[config.mk]
export PLATFORM = sky130hd
export DESIGN_NAME = preproc_capture_ctrl
export DESIGN_NICKNAME = d
export VERILOG_FILES = /design/src/rtl/preproc_capture_ctrl.sv
export SDC_FILE = /design/constraint.sdc
export NUM_CORES = 1
export LEC_CHECK = 0
export ABC_AREA = 1
export BUFFER_PORTS_ARGS = -buffer_cell sky130_fd_sc_hd__buf_2
export CAP_MARGIN = 25
export CELL_PAD_IN_SITES_DETAIL_PLACEMENT = 1
export CELL_PAD_IN_SITES_GLOBAL_PLACEMENT = 2
export CORE_MARGIN = 1
export CORE_UTILIZATION = 31
export CTS_BUF_LIST = sky130_fd_sc_hd__clkbuf_2
export CTS_CLUSTER_DIAMETER = 80
export DETAILED_ROUTE_END_ITERATION = 10
export GPL_TIMING_DRIVEN = 0
export PLACE_DENSITY_LB_ADDON = 0.1
export SETUP_SLACK_MARGIN = 0.1
export SYNTH_ARGS = -nofsm -noshare
export SYNTH_HDL_FRONTEND = slang
export SYNTH_SLANG_ARGS = --single-unit
[constraint.sdc]
create_clock -name clk -period 3.3 [get_ports clk]
set_input_delay 0.33 -clock clk [delete_from_list [all_inputs] [get_ports clk]]
set_output_delay 0.33 -clock clk [all_outputs]
set_load 0.01 [all_outputs]
[src/rtl/preproc_capture_ctrl.sv]
`default_nettype none
// ============================================================================
// preproc_capture_ctrl : sample-tick sequencer with source select, saturating
//                        offset and len/num packet framing on valid/ready/last.
// Revision: 1.0
// ============================================================================
module preproc_capture_ctrl #(
  parameter int ADC_WIDTH         = 14,
  parameter int NUM_SRC           = 4,
  parameter int SEL_WIDTH         = 2,
  parameter int CLOCKS_PER_SAMPLE = 3,
  parameter int LEN_WIDTH         = 16,
  parameter int NUM_WIDTH         = 8
) (
  input  logic                          clk,
  input  logic                          rst_n,
  input  logic                          cfg_start,
  input  logic                          cfg_abort,
  input  logic [LEN_WIDTH-1:0]          cfg_pkt_len,
  input  logic [NUM_WIDTH-1:0]          cfg_pkt_num,
  input  logic [SEL_WIDTH-1:0]          cfg_src_sel,
  input  logic [ADC_WIDTH-1:0]          cfg_offset,
  input  logic [NUM_SRC*ADC_WIDTH-1:0]  src_data,
  output logic [ADC_WIDTH-1:0]          m_data,
  output logic                          m_valid,
  output logic                          m_last,
  input  logic                          m_ready,
  output logic                          busy,
  output logic                          done,
  output logic                          overflow,
  output logic [NUM_WIDTH-1:0]          pkt_idx
);

  localparam int              C_DIV_W    = (CLOCKS_PER_SAMPLE > 1) ? $clog2(CLOCKS_PER_SAMPLE) : 1;
  localparam logic [C_DIV_W-1:0] C_DIV_LAST = C_DIV_W'(CLOCKS_PER_SAMPLE - 1);

  typedef enum logic [1:0] {
    ST_IDLE  = 2'd0,
    ST_RUN   = 2'd1,
    ST_FLUSH = 2'd2
  } state_t;

  state_t                r_state;
  logic [C_DIV_W-1:0]    r_div;
  logic [LEN_WIDTH-1:0]  r_cnt;
  logic [LEN_WIDTH-1:0]  r_len;
  logic [NUM_WIDTH-1:0]  r_num;
  logic [SEL_WIDTH-1:0]  r_sel;
  logic [ADC_WIDTH-1:0]  r_off;

  logic [ADC_WIDTH-1:0]  w_src;
  logic [ADC_WIDTH:0]    w_sum;
  logic [ADC_WIDTH-1:0]  w_sat;
  logic                  w_tick;
  logic                  w_slot_free;
  logic                  w_last_smp;
  logic                  w_last_pkt;
  logic                  w_start_ok;

  always_comb begin
    w_src = '0;
    for (int i = 0; i < NUM_SRC; i++) begin
      if (r_sel == SEL_WIDTH'(i)) begin
        w_src = src_data[i*ADC_WIDTH +: ADC_WIDTH];
      end
    end
  end

  // Sign-extended sum; the two top bits disagree exactly when the result left the signed range.
  always_comb begin
    w_sum = {w_src[ADC_WIDTH-1], w_src} + {r_off[ADC_WIDTH-1], r_off};
    if (w_sum[ADC_WIDTH] != w_sum[ADC_WIDTH-1]) begin
      w_sat = w_sum[ADC_WIDTH] ? {1'b1, {(ADC_WIDTH-1){1'b0}}} : {1'b0, {(ADC_WIDTH-1){1'b1}}};
    end else begin
      w_sat = w_sum[ADC_WIDTH-1:0];
    end
  end

  assign w_tick      = (r_state == ST_RUN) && (r_div == C_DIV_LAST);
  assign w_slot_free = !m_valid || m_ready;
  assign w_last_smp  = (r_cnt == r_len - LEN_WIDTH'(1));
  assign w_last_pkt  = (pkt_idx == r_num - NUM_WIDTH'(1));
  assign w_start_ok  = cfg_start && !cfg_abort && (cfg_pkt_len != '0) && (cfg_pkt_num != '0);

  always_ff @(posedge clk or negedge rst_n) begin
    if (!rst_n) begin
      r_state  <= ST_IDLE;
      r_div    <= '0;
      r_cnt    <= '0;
      r_len    <= '0;
      r_num    <= '0;
      r_sel    <= '0;
      r_off    <= '0;
      m_data   <= '0;
      m_valid  <= 1'b0;
      m_last   <= 1'b0;
      busy     <= 1'b0;
      done     <= 1'b0;
      overflow <= 1'b0;
      pkt_idx  <= '0;
    end else begin
      done <= 1'b0;
      if (cfg_abort && (r_state != ST_IDLE)) begin
        // overflow is deliberately kept so software can still see a lossy aborted run.
        r_state <= ST_IDLE;
        r_div   <= '0;
        r_cnt   <= '0;
        pkt_idx <= '0;
        m_valid <= 1'b0;
        m_last  <= 1'b0;
        busy    <= 1'b0;
      end else begin
        case (r_state)
          ST_IDLE: begin
            if (w_start_ok) begin
              r_len    <= cfg_pkt_len;
              r_num    <= cfg_pkt_num;
              r_sel    <= cfg_src_sel;
              r_off    <= cfg_offset;
              overflow <= 1'b0;
              r_div    <= '0;
              r_cnt    <= '0;
              pkt_idx  <= '0;
              busy     <= 1'b1;
              r_state  <= ST_RUN;
            end
          end
          ST_RUN: begin
            r_div <= w_tick ? '0 : r_div + C_DIV_W'(1);
            if (w_tick && w_slot_free) begin
              m_data  <= w_sat;
              m_valid <= 1'b1;
              m_last  <= w_last_smp;
              if (w_last_smp) begin
                // Packet boundary: the only point where source and offset may change.
                r_cnt   <= '0;
                pkt_idx <= pkt_idx + NUM_WIDTH'(1);
                r_sel   <= cfg_src_sel;
                r_off   <= cfg_offset;
                if (w_last_pkt) begin
                  r_state <= ST_FLUSH;
                end
              end else begin
                r_cnt <= r_cnt + LEN_WIDTH'(1);
              end
            end else begin
              if (w_tick) begin
                overflow <= 1'b1;
              end
              if (m_valid && m_ready) begin
                m_valid <= 1'b0;
                m_last  <= 1'b0;
              end
            end
          end
          ST_FLUSH: begin
            if (m_valid && m_ready) begin
              m_valid <= 1'b0;
              m_last  <= 1'b0;
              busy    <= 1'b0;
              done    <= 1'b1;
              r_cnt   <= '0;
              r_div   <= '0;
              pkt_idx <= '0;
              r_state <= ST_IDLE;
            end
          end
          default: begin
            r_state <= ST_IDLE;
          end
        endcase
      end
    end
  end

endmodule
`default_nettype wire

==> summary.txt, run 1 <==
Routing
  • First-pass iteration count of the detailed router: 7
  • Total Wirelength: about 20000 um
  • ANT nets after route: 0
  • Initial DRC count: just under 200
  • Avg WL per Cell: 15.07 um
  • Vias/cell: around 4.7
  • Vias after detailed routing: 6371
  • Drt drc: 0

Power and ir drop
  • Maximum vdd drop: about 0.29 mV
  • P_leak: 4.026 nW
  • PD cells: about 860 nW/um2

Timing
  • Slew Limit Fails: 0
  • Final Skew: roughly 30 ps
  • RSZ-0062 raised after global routing: no
  • Headroom to the max-slew limit: between 60% and 70%
  • Final setup vio count: 0
  • Fmax: 0.3308 GHz
  • Fin Setup TNS: 0 ps
  • Final min period: roughly 3000 ps
  • Min Hold Slack: roughly 85 ps
  • Slew at the pin closest to its max-slew limit: just under 600 ps
  • Final Cycle Share: approximately nine tenths
  • Final hold violations: 0

Global routing
  • Tot GR Track Use: 20.69%
  • Number of global-route vias before repair: 6360
  • Met2 Track Usage GR: around 33%
  • Met1 usage: approximately 30%
  • Global-route layer with the greatest usage: met2
  • M3 GR Usage: 2.832%
  • Global-route wire length before repair: 32860 um
  • Gr ovfl total: 0
  • Largest net degree at the start of global routing: 48
  • Initial antenna violation count: 1

Floorplanning
  • Die Height: ~140 um
  • Initial core utilization: approximately a third
  • Ports: roughly 130
  • Placeable Area: between 15000 and 20000 um2
  • Die ar.: 20540 um2
  • Die width: approximately 140 um
  • Num rows: 51

Yosys
  • #FFs+latches synth: 87
  • Synth top area cells: dfrtp_1 (35%), nand2_1 (15%), o21ai_0 (6.3%)
  • Main synth FF type: dfrtp_1
  • Post-Synth Adder-Cell Area: around 4%
  • Synth Area in Simple Gates: a little over a third
  • Top-count cell post-synth: nand2_1
  • Top cells by count, synth: nand2_1 (244), inv_1 (97), dfrtp_1 (87)
  • Mean Syn Cell Area: approximately 7 um2
  • Cell taking the most area after synthesis: dfrtp_1
  • Post-synth top area share: 35.17%
  • Distinct cells, synth: 47
  • Post-synth EDFFs: 0
  • Sequential share of the synthesized area: 35.17%
  • Synth Net Count: 1000
  • Synthesis Warnings: 0
  • Multiplexer share of the synthesized area: 0%
  • Mapped cell area: 6190 um2
  • Ys async rst share: 100.0%
  • Synth Area in XOR/XNOR: under 10%
  • Synth Instances: just under 900
  • Post-synthesis compound-gate area fraction: between 10% and 20%
  • Largest family of logic cells by synthesized area: simple AND/OR/NAND/NOR gates

Finish
  • Layout Nets: ~1200
  • Area Growth Syn to Fin: 28.70%
  • Ratio of cells with drive above 1 in the final layout: between 20 and 25%
  • Final Non-Filler Cells: 1348
  • FF+latch area: between 2000 and 2500 um2
  • Final core occ: 40.80%
  • # fillers: 2589
  • Final instance area: ~8000 um2
  • Multi-input gate area: 3601 um2

Setup path
  • Critical Path RT: around 3900 ps
  • Crit Path Category: reg -> reg
  • Critical path arrival: 3570 ps
  • CP Launch Type: flop
  • Element type at the critical path end: flop
  • Critical Path Fanout Max: 7
  • R2R setup slack: 280 ps

Clock tree
  • Clock transition at path regs: ~270 ps
  • CTS tree: built
  • Clock latency reported for the late side of the worst-skew pair: just over 600 ps
  • Root buffer cell: clkbuf_2
  • Clock sink total: slightly below 90
  • H-tree depth: 3
  • Max Root-Sink Buffers: 2
  • TritonCTS buffer count: 9

Run
  • Max-cap viol count: 0

Place
  • I/O Buffers: around 130
  • Post-DP HPWL: 15450 um
  • Placed insts: ~1300
  • DP Area: approximately 7200 um2
  • GP Congestion: 0.8093

Hold path
  • HP Class: in -> reg

Outcome
  • Status: finished clean
[cells by family after synthesis]
group / count (synthesis)
AO/OA/AOI/OAI: 132
XOR/XNOR: 37
adder cells (fa/ha/maj): 19
buffers and inverters: 130
flip-flops: 87
AND/OR/NAND/NOR: 475
[what timing repair did]
| item | in CTS | in global routing |
|---|---|---|
| buffers inserted | 6 | 9 |
| hold buffers | 43 | 0 |
| pin swaps | 6 | 11 |
| hold endpoints to repair | 82 | 0 |
| resized for setup | 15 | 44 |
| setup endpoints to repair | 13 | 14 |
| cloned | 0 | 1 |
[layout by cell type (no fill, tap or decap), types with 3 or more instances in the layout]
cell and n:
nand2_1 240, buf_2 130, inv_1 95, dfrtp_1 86
nor2_1 77, o21ai_0 65, nand3_1 64, dlygate4sd3_1 43
nand4_1 35, xor2_1 28, a21oi_1 27, buf_4 20
ha_1 15, clkbuf_2 12, nand2_2 11, o21ai_1 11
nor2_4 8, xnor2_1 8, nor2_2 8, inv_2 8
clkbuf_1 7, buf_6 6, nor4_1 6, nor3_1 6
o22ai_1 6, nand3b_1 6, o21ai_2 4, a21oi_2 3
a31oi_1 3, nand3_4 3, nand3_2 3, clkinv_2 3
[per-stage QoR]
stage	total power [mW]	setup slack [ps]
3_5_place_dp	5.859	-401.9
2_1_floorplan	4.672	501.0
3_3_place_gp	5.821	-350.4
6_report	6.878	277.4
5_1_grt	7.599	73.92
4_1_cts	6.595	100.1
[power breakdown]
part           leakage [nW]  switching (mW)  internal [mW]
clock                0.0568           0.413         0.0978
sequential             1.12           0.366           1.43
combinational          2.85            2.82           1.75
total                  4.03            3.60           3.28
[worst paths after layout]
check	cells after the start	from	endpoint
max in group asynchronous	3	rst_n	r_sel[1]
worst min register to register	1	r_div[1]	r_div[0]
worst max register to register	16	r_sel[1]	m_data[6]
worst min-delay path	4	m_ready	r_state[1]
min in group asynchronous	2	rst_n	r_len[12]
worst max-delay path	16	r_sel[1]	m_data[6]
[sequential cells by signal, summed over array words and instances (netlist names)]
name	flops
r_len	16
r_state	2
done	1
overflow	1
m_last	1
r_cnt	16
r_div	2
r_off	14
r_num	8
r_sel	2
m_valid	1
busy	1
m_data	14
pkt_idx	8
[layer usage]
metal / vias to the layer above / wire length [um]
met4: 0 / 178
met2: 87 / 9210
met3: 11 / 590
met5: - / 0
li1: 3270 / -
met1: 3003 / 10340
[area by class of cell]
| type | instances | share of cell area, % |
|---|---|---|
| Buffer | 22 | 1.775 |
| Clock buffer | 11 | 0.6911 |
| Antenna cell | 1 | 0.03141 |
| Clock inverter | 5 | 0.3141 |
| Tap cell | 265 | 4.162 |
| Sequential cell | 87 | 27.34 |
| Timing Repair Buffer | 187 | 15.31 |
| Inverter | 107 | 5.167 |
| Multi-Input combinational cell | 663 | 45.20 |
[worst max-delay path, cell delays in order, from the launching register on]
cell and delay, ps:
dfrtp_2 510, inv_4 80, nand2_2 60, inv_4 90
a221oi_1 100, o21ai_2 180, ha_2 220, inv_1 60
fa_2 420, o21ai_4 200, a21oi_4 90, o211ai_1 270
nand2_2 170, a21oi_4 220, buf_6 150, nand2_1 60
o21ai_0 70
Note: power is estimated with default switching activity, not from simulation.
==> inputs of run 2 (changes only) <==
--- a/config.mk
+++ b/config.mk
@@ -15,7 +15,7 @@
 export CTS_BUF_LIST = sky130_fd_sc_hd__clkbuf_2
 export CTS_CLUSTER_DIAMETER = 80
 export DETAILED_ROUTE_END_ITERATION = 10
-export GPL_TIMING_DRIVEN = 0
+export GPL_TIMING_DRIVEN = 1
 export PLACE_DENSITY_LB_ADDON = 0.1
 export SETUP_SLACK_MARGIN = 0.1
 export SYNTH_ARGS = -nofsm -noshare
==> summary.txt, run 2 (same netlist as run 1, synthesis figures left out) <==
Routing
  • DR WL met3: 602 um (+2.0%)
  • Drt drc: 0 (unchanged)
  • Vias after detailed routing: 6262 (-1.7%)
  • Post-Route M1 WL: 9885 um (-4.4%)
  • Vias/cell: 4.733 (+0.15%)
  • Avg WL per Cell: 14.86 um (-1.4%)
  • Total Wirelength: 19660 um (-3.2%)
  • First-pass iteration count of the detailed router: 4 (-3)
  • Max layer used: met4
  • Initial DRC count: 177 (-9.7%)
  • WL met2: 8979 um (-2.5%)
  • ANT nets after route: 0 (unchanged)

Finish
  • Layout Nets: 1172 (-2.1%)
  • Ratio of cells with drive above 1 in the final layout: 19.87% (-2.2 points)
  • Biggest regs: r_cnt: 16 flops, r_len: 16 flops
  • # fillers: 2554 (-1.4%)
  • Most frequent cells in the layout: nand2_1 (241), buf_2 (126), inv_1 (96), dfrtp_1 (87), nor2_1 (78)
  • Final core occ: 39.51% (-1.3 points)
  • Area Growth Syn to Fin: 24.64%
  • Most common cell after layout, fill and taps aside: nand2_1

Timing
  • Final Skew: 35.89 ps (+5.448 ps)
  • RSZ-0062 raised after global routing: no
  • Final setup vio count: 0 (unchanged)
  • Final Cycle Share: 90.20% (-1.4 points)
  • Slew Limit Fails: 0 (unchanged)
  • Slew at the pin closest to its max-slew limit: 604.2 ps (+11.66 ps)
  • Final min period: 2977 ps (-46.08 ps)
  • Fmax: 0.3360 GHz (+1.5%)
  • Headroom to the max-slew limit: 59.62% (-0.87 points)
  • Min Hold Slack: 74.66 ps (-10.62 ps)
  • Final hold violations: 0 (unchanged)

Power and ir drop
  • PD cells: 848.5 nW/um2 (-1.7%)
  • Maximum vdd drop: 0.3095 mV (+6.5%)
  • P_leak: 3.910 nW (-2.9%)

Global routing
  • Largest net degree at the start of global routing: 53 (+10%)
  • Initial antenna violation count: 1 (unchanged)
  • Tot GR Track Use: 20.10% (-0.58 points)
  • Gr ovfl total: 0 (unchanged)
  • Number of global-route vias before repair: 6431 (+1.1%)
  • Global-route wire length before repair: 32190 um (-2.0%)

Setup path
  • Critical Path RT: 3850 ps (about the same)
  • Worst path max stage delay: 460 ps (-50 ps)
  • Critical Path Fanout Max: 8 (+1)
  • CP dominant cell by count: nand2_1
  • Critical path cell sequence: inv_2 -> nand2_1 -> clkinvlp_4 -> a221oi_1 -> o21ai_1 -> ha_1 -> inv_1 -> fa_1 -> o21ai_2 -> a21oi_2 -> o211ai_1 -> nand2_2 -> a21oi_4 -> buf_4 -> nand2_1 -> o21ai_0
  • Crit Path Category: reg -> reg
  • Element type at the critical path end: flop
  • Crit-path slowest cell: dfrtp_1
  • CP Launch Type: flop
  • Critical path arrival: 3530 ps (-40 ps)

Place
  • GP Congestion: 0.7899 (-2.4%)
  • Post-DP HPWL: 15120 um (-2.1%)
  • I/O Buffers: 127 (unchanged)

Floorplanning
  • Initial core utilization: 31.70% (unchanged)
  • Die Height: 143.3 um (unchanged)
  • Num rows: 51 (unchanged)
  • Die width: 143.3 um (unchanged)
  • Ports: 128 (unchanged)
  • Die ar.: 20540 um2 (unchanged)
  • Placeable Area: 19530 um2 (unchanged)

Clock tree
  • Clock latency reported for the late side of the worst-skew pair: 630 ps (about the same)
  • Clock sink total: 87 (unchanged)
  • Clock transition at path regs: 270 ps (about the same)
  • Max Root-Sink Buffers: 2 (unchanged)
  • H-tree depth: 3 (unchanged)
  • TritonCTS buffer count: 9 (unchanged)
  • CTS tree: built
  • Root buffer cell: clkbuf_2

Run
  • Max-cap viol count: 0 (unchanged)

Hold path
  • HP Class: in -> reg

Outcome
  • Status: finished clean
-- run 2: cell count changes in the layout (fill, tap and decap cells not counted), sizes merged --
cell and delta:
buf -18, clkbuf -10, inv +2, clkinv -1, clkinvlp +1, nor2 +1
-- run 2: worst max-delay path, delay by kind of cell (launching register included) --
kind,cells,cell delay (ps)
buf+inv,4,480
simple gates,3,310
flops,1,460
fa+ha+maj,2,620
compound gates,7,1060
-- run 2: final cells by class --
type / instances / area [um2] / share of cell area, %
antenna: 1 / 2.502 / 0.03244
sequential: 87 / 2177 / 28.22
multi-input combinational: 664 / 3531 / 45.77
clock inverter: 7 / 55.05 / 0.7136
tap: 265 / 331.6 / 4.298
clock buffer: 9 / 45.04 / 0.5838
timing repair buffer: 183 / 1166 / 15.12
inverter: 107 / 406.6 / 5.271
-- run 2: per-layer routing --
layer | up-vias | track usage [%]
met1 | 2936 | 27.91
met5 | - | 0
met2 | 89 | 32.79
met3 | 11 | 3.432
met4 | 0 | 3.975
li1 | 3226 | -
-- run 2: worst paths after layout --
path                            slack (ps)  cells after the start  startpoint          to
worst max-delay path                   320                     16    r_sel[1]   m_data[0]
worst min-delay path                    70                      4     m_ready     m_valid
worst max register to register         320                     16    r_sel[1]   m_data[0]
worst min register to register         510                      1    r_div[1]    r_div[0]
max in group asynchronous             2390                      3       rst_n  pkt_idx[0]
min in group asynchronous              130                      2       rst_n   m_data[5]
-- run 2: metrics by stage --
stage	cells	worst slack [ps]	total power [mW]	area (um2)	TNS, ps
after floorplan	880	501.0	4.672	6190	0
after global placement	1258	23.04	5.827	7104	0
after detailed placement	1258	-67.38	5.824	7104	-159.3
after CTS	1319	150.0	6.486	7666	0
after global routing	1323	108.8	7.234	7715	0
final	1323	323.5	6.546	7715	0
-- run 2: where the power goes --
| part | internal (mW) | switching [mW] |
|---|---|---|
| clock network | 0.106 | 0.447 |
| logic | 1.49 | 2.73 |
| registers | 1.43 | 0.345 |
-- run 2: repair_timing --
item	CTS	global route
hold buffers	43	0
gates resized for setup	4	14
endpoints found under the hold margin	73	0
pin swaps	0	5
setup buffers	2	2
cloned	0	1
endpoints found under the setup margin	12	13
==> inputs of run 3 (changes only) <==
--- a/config.mk
+++ b/config.mk
@@ -5,18 +5,17 @@
 export SDC_FILE = /design/constraint.sdc
 export NUM_CORES = 1
 export LEC_CHECK = 0
-export ABC_AREA = 1
 export BUFFER_PORTS_ARGS = -buffer_cell sky130_fd_sc_hd__buf_2
 export CAP_MARGIN = 25
 export CELL_PAD_IN_SITES_DETAIL_PLACEMENT = 1
 export CELL_PAD_IN_SITES_GLOBAL_PLACEMENT = 2
 export CORE_MARGIN = 1
-export CORE_UTILIZATION = 31
+export CORE_UTILIZATION = 35
 export CTS_BUF_LIST = sky130_fd_sc_hd__clkbuf_2
 export CTS_CLUSTER_DIAMETER = 80
 export DETAILED_ROUTE_END_ITERATION = 10
 export GPL_TIMING_DRIVEN = 1
-export PLACE_DENSITY_LB_ADDON = 0.1
+export PLACE_DENSITY_LB_ADDON = 0.3
 export SETUP_SLACK_MARGIN = 0.1
 export SYNTH_ARGS = -nofsm -noshare
 export SYNTH_HDL_FRONTEND = slang
==> summary.txt, run 3 <==
Outcome
  • Status: finished clean

Routing
  • Initial DRC count: 201 (+14%)
  • Vias after detailed routing: 5149 (-18%)
  • ANT nets after route: 0 (unchanged)
  • Drt drc: 0 (unchanged)
  • Avg WL per Cell: 17.97 um (+21%)
  • Vias/cell: 5.206 (+10%)
  • First-pass iteration count of the detailed router: 4 (unchanged)
  • Total Wirelength: 17780 um (-9.6%)

Global routing
  • Initial antenna violation count: 1 (unchanged)
  • Number of global-route vias before repair: 5667 (-12%)
  • Global-route wire length before repair: 28160 um (-13%)
  • Tot GR Track Use: 22.09% (+2.0 points)
  • Largest net degree at the start of global routing: 53 (unchanged)
  • Gr ovfl total: 0 (unchanged)

Yosys
  • Synth Net Count: 670 (-33%)
  • Ys async rst share: 100.0% (unchanged)
  • Distinct cells, synth: 70 (+49%)
  • #FFs+latches synth: 87 (unchanged)
  • Top cells by count, synth: dfrtp_1 (87), nor2_1 (49), nand2_1 (42)
  • Mean Syn Cell Area: 10.32 um2 (+47%)
  • Top-count cell post-synth: dfrtp_1
  • Cell taking the most area after synthesis: dfrtp_1
  • Post-synth top area share: 38.37% (+3.2 points)
  • Synth top area cells: dfrtp_1 (38%), mux2_2 (6.2%), mux4_2 (5.6%)
  • Post-synth EDFFs: 0 (unchanged)
  • Sequential share of the synthesized area: 38.37% (+3.2 points)
  • Synthesis Warnings: 0 (unchanged)
  • Synth Instances: 550 (-38%)
  • Mapped cell area: 5674 um2 (-8.3%)
  • Main synth FF type: dfrtp_1

Setup path
  • Reg2reg path depth: 12 (-4)
  • Crit Path Category: reg -> reg
  • Critical path arrival: 3720 ps (+190 ps)
  • Crit path launch: r_sel[0]
  • Critical Path RT: 3790 ps (-60 ps)
  • Critical Path Fanout Max: 7 (-1)
  • CP Capture Point: m_data[2]
  • CP Launch Type: flop
  • Reg2reg start: r_sel[0]
  • Element type at the critical path end: flop
  • RR Endpoint: m_data[2]
  • R2R setup slack: 70 ps (-260 ps)

Power and ir drop
  • Internal power: 3.162 mW (+4.6%)
  • Flop pwr share: 29.0% (+1.9 points)
  • Logic pwr share: 60.4% (-4.0 points)
  • Clock share of power: 10.6% (+2.1 points)
  • Sw frac: 42.14% (-12 points)
  • Maximum vdd drop: 0.3485 mV (+13%)
  • Total Power: 5.464 mW (-17%)
  • Switching power: 2.302 mW (-35%)
  • PD cells: 708.8 nW/um2 (-16%)
  • P_leak: 3.496 nW (-11%)

Finish
  • Area Growth Syn to Fin: 35.85%
  • Biggest regs: r_cnt: 16 flops, r_len: 16 flops
  • Ratio of cells with drive above 1 in the final layout: 39.64% (+20 points)
  • Final core occ: 48.70% (+9.2 points)
  • Layout Nets: 887 (-24%)
  • Most frequent cells in the layout: buf_2 (126), dfrtp_1 (85), buf_4 (47), nor2_1 (43), dlygate4sd3_1 (43)
  • Most common cell after layout, fill and taps aside: buf_2

Clock tree
  • Root buffer cell: clkbuf_2
  • H-tree depth: 3 (unchanged)
  • Clock transition at path regs: 270 ps (about the same)
  • Max Root-Sink Buffers: 2 (unchanged)
  • Clock latency reported for the late side of the worst-skew pair: 610 ps (-20 ps)
  • TritonCTS buffer count: 9 (unchanged)
  • CTS tree: built
  • Clock sink total: 87 (unchanged)

Timing
  • Final Skew: 41.20 ps (+5.307 ps)
  • Final Cycle Share: 97.97% (+7.8 points)
  • RSZ-0062 raised after global routing: yes
  • Min Hold Slack: 263.2 ps (+188.6 ps)
  • Final setup vio count: 0 (unchanged)
  • Final min period: 3233 ps (+256.5 ps)
  • Fmax: 0.3093 GHz (-7.9%)
  • Slew Limit Fails: 0 (unchanged)
  • Headroom to the max-slew limit: 52.26% (-7.4 points)
  • Slew at the pin closest to its max-slew limit: 716.1 ps (+111.9 ps)
  • Final hold violations: 0 (unchanged)

Place
  • Post-DP HPWL: 13220 um (-13%)
  • GP Congestion: 0.8560 (+8.4%)
  • I/O Buffers: 127 (unchanged)

Hold path
  • HP Class: in -> reg

Floorplanning
  • Num rows: 46 (-9.8%)
  • Die ar.: 16730 um2 (-19%)
  • Placeable Area: 15830 um2 (-19%)
  • Ports: 128 (unchanged)
  • Initial core utilization: 35.85% (+4.2 points)
  • Die width: 129.3 um (-9.8%)
  • Die Height: 129.3 um (-9.8%)

Run
  • Max-cap viol count: 0 (unchanged)
-- run 3: kinds of logic after synthesis --
group | count (synthesis) | synth area share [%]
flip-flops | 87 | 38.37
buffers and inverters | 35 | 3.462
XOR/XNOR | 55 | 8.489
multiplexers | 58 | 14.88
AND/OR/NAND/NOR | 192 | 18.13
adder cells (fa/ha/maj) | 22 | 4.851
AO/OA/AOI/OAI | 101 | 11.82
-- run 3: metrics by stage --
stage	worst slack (ps)	cells	instance area, um2	TNS, ps
after detailed placement	-78.56	912	6790	-655.4
after global placement	57.28	912	6790	0
after floorplan	85.69	550	5727	0
after CTS	75.43	983	7532	0
final	66.95	989	7709	0
after global routing	-52.32	989	7709	-402.0
-- run 3: worst min path at each step --
stage,slack (ps),cells past startpoint,from,endpoint
floorplan,30,0,rst_n,busy
global placement,430,1,rst_n,r_off[0]
detailed placement,430,1,rst_n,r_cnt[10]
CTS,190,4,cfg_start,r_div[1]
global route,200,4,cfg_start,r_div[1]
finish,260,4,cfg_start,r_div[1]
-- run 3: area by class of cell --
cell class                      instances  area (um2)
Antenna cell                            1       2.502
Clock buffer                            9       45.04
Clock inverter                          7       72.57
Fill cell                            1821        8119
Inverter                               16       60.06
Multi-Input combinational cell        429        3552
Sequential cell                        87        2180
Tap cell                              216       270.3
Timing Repair Buffer                  224        1526
-- run 3: metal layers --
| layer | vias to the layer above | global-route usage [%] | part of all wire (%) |
|---|---|---|---|
| met5 | - | 0 | 0 |
| li1 | 2452 | - | - |
| met3 | 19 | 3.220 | 3.3 |
| met4 | 0 | 8.443 | 1.5 |
| met1 | 2562 | 26.36 | 44 |
| met2 | 116 | 39.97 | 51 |
-- run 3: power groups by stage --
stage / sequential [mW] / combinational (mW) / clock (mW)
3_3_place_gp: 1.58 / 2.62 / 0
2_1_floorplan: 1.55 / 1.92 / 0
6_report: 1.58 / 3.30 / 0.580
5_1_grt: 1.62 / 3.60 / 0.647
3_5_place_dp: 1.60 / 2.74 / 0
4_1_cts: 1.58 / 3.13 / 0.612
-- run 3: worst max-delay path: stages (launching register included) --
cell,delay [ps]
dfrtp_1,440
buf_6,160
mux4_2,540
ha_4,250
a21o_1,170
a221o_1,370
a211oi_2,200
o21ai_1,100
o211a_1,190
nor2_4,160
mux2_4,370
nor2_2,110
o21ai_0,70
-- run 3: timing repair --
action,CTS,global route
gates cloned,1,2
endpoints found under the hold margin,92,0
buffers inserted,11,3
pin swaps,16,13
endpoints found under the setup margin,27,52
resized for setup,29,31
hold buffers,43,0
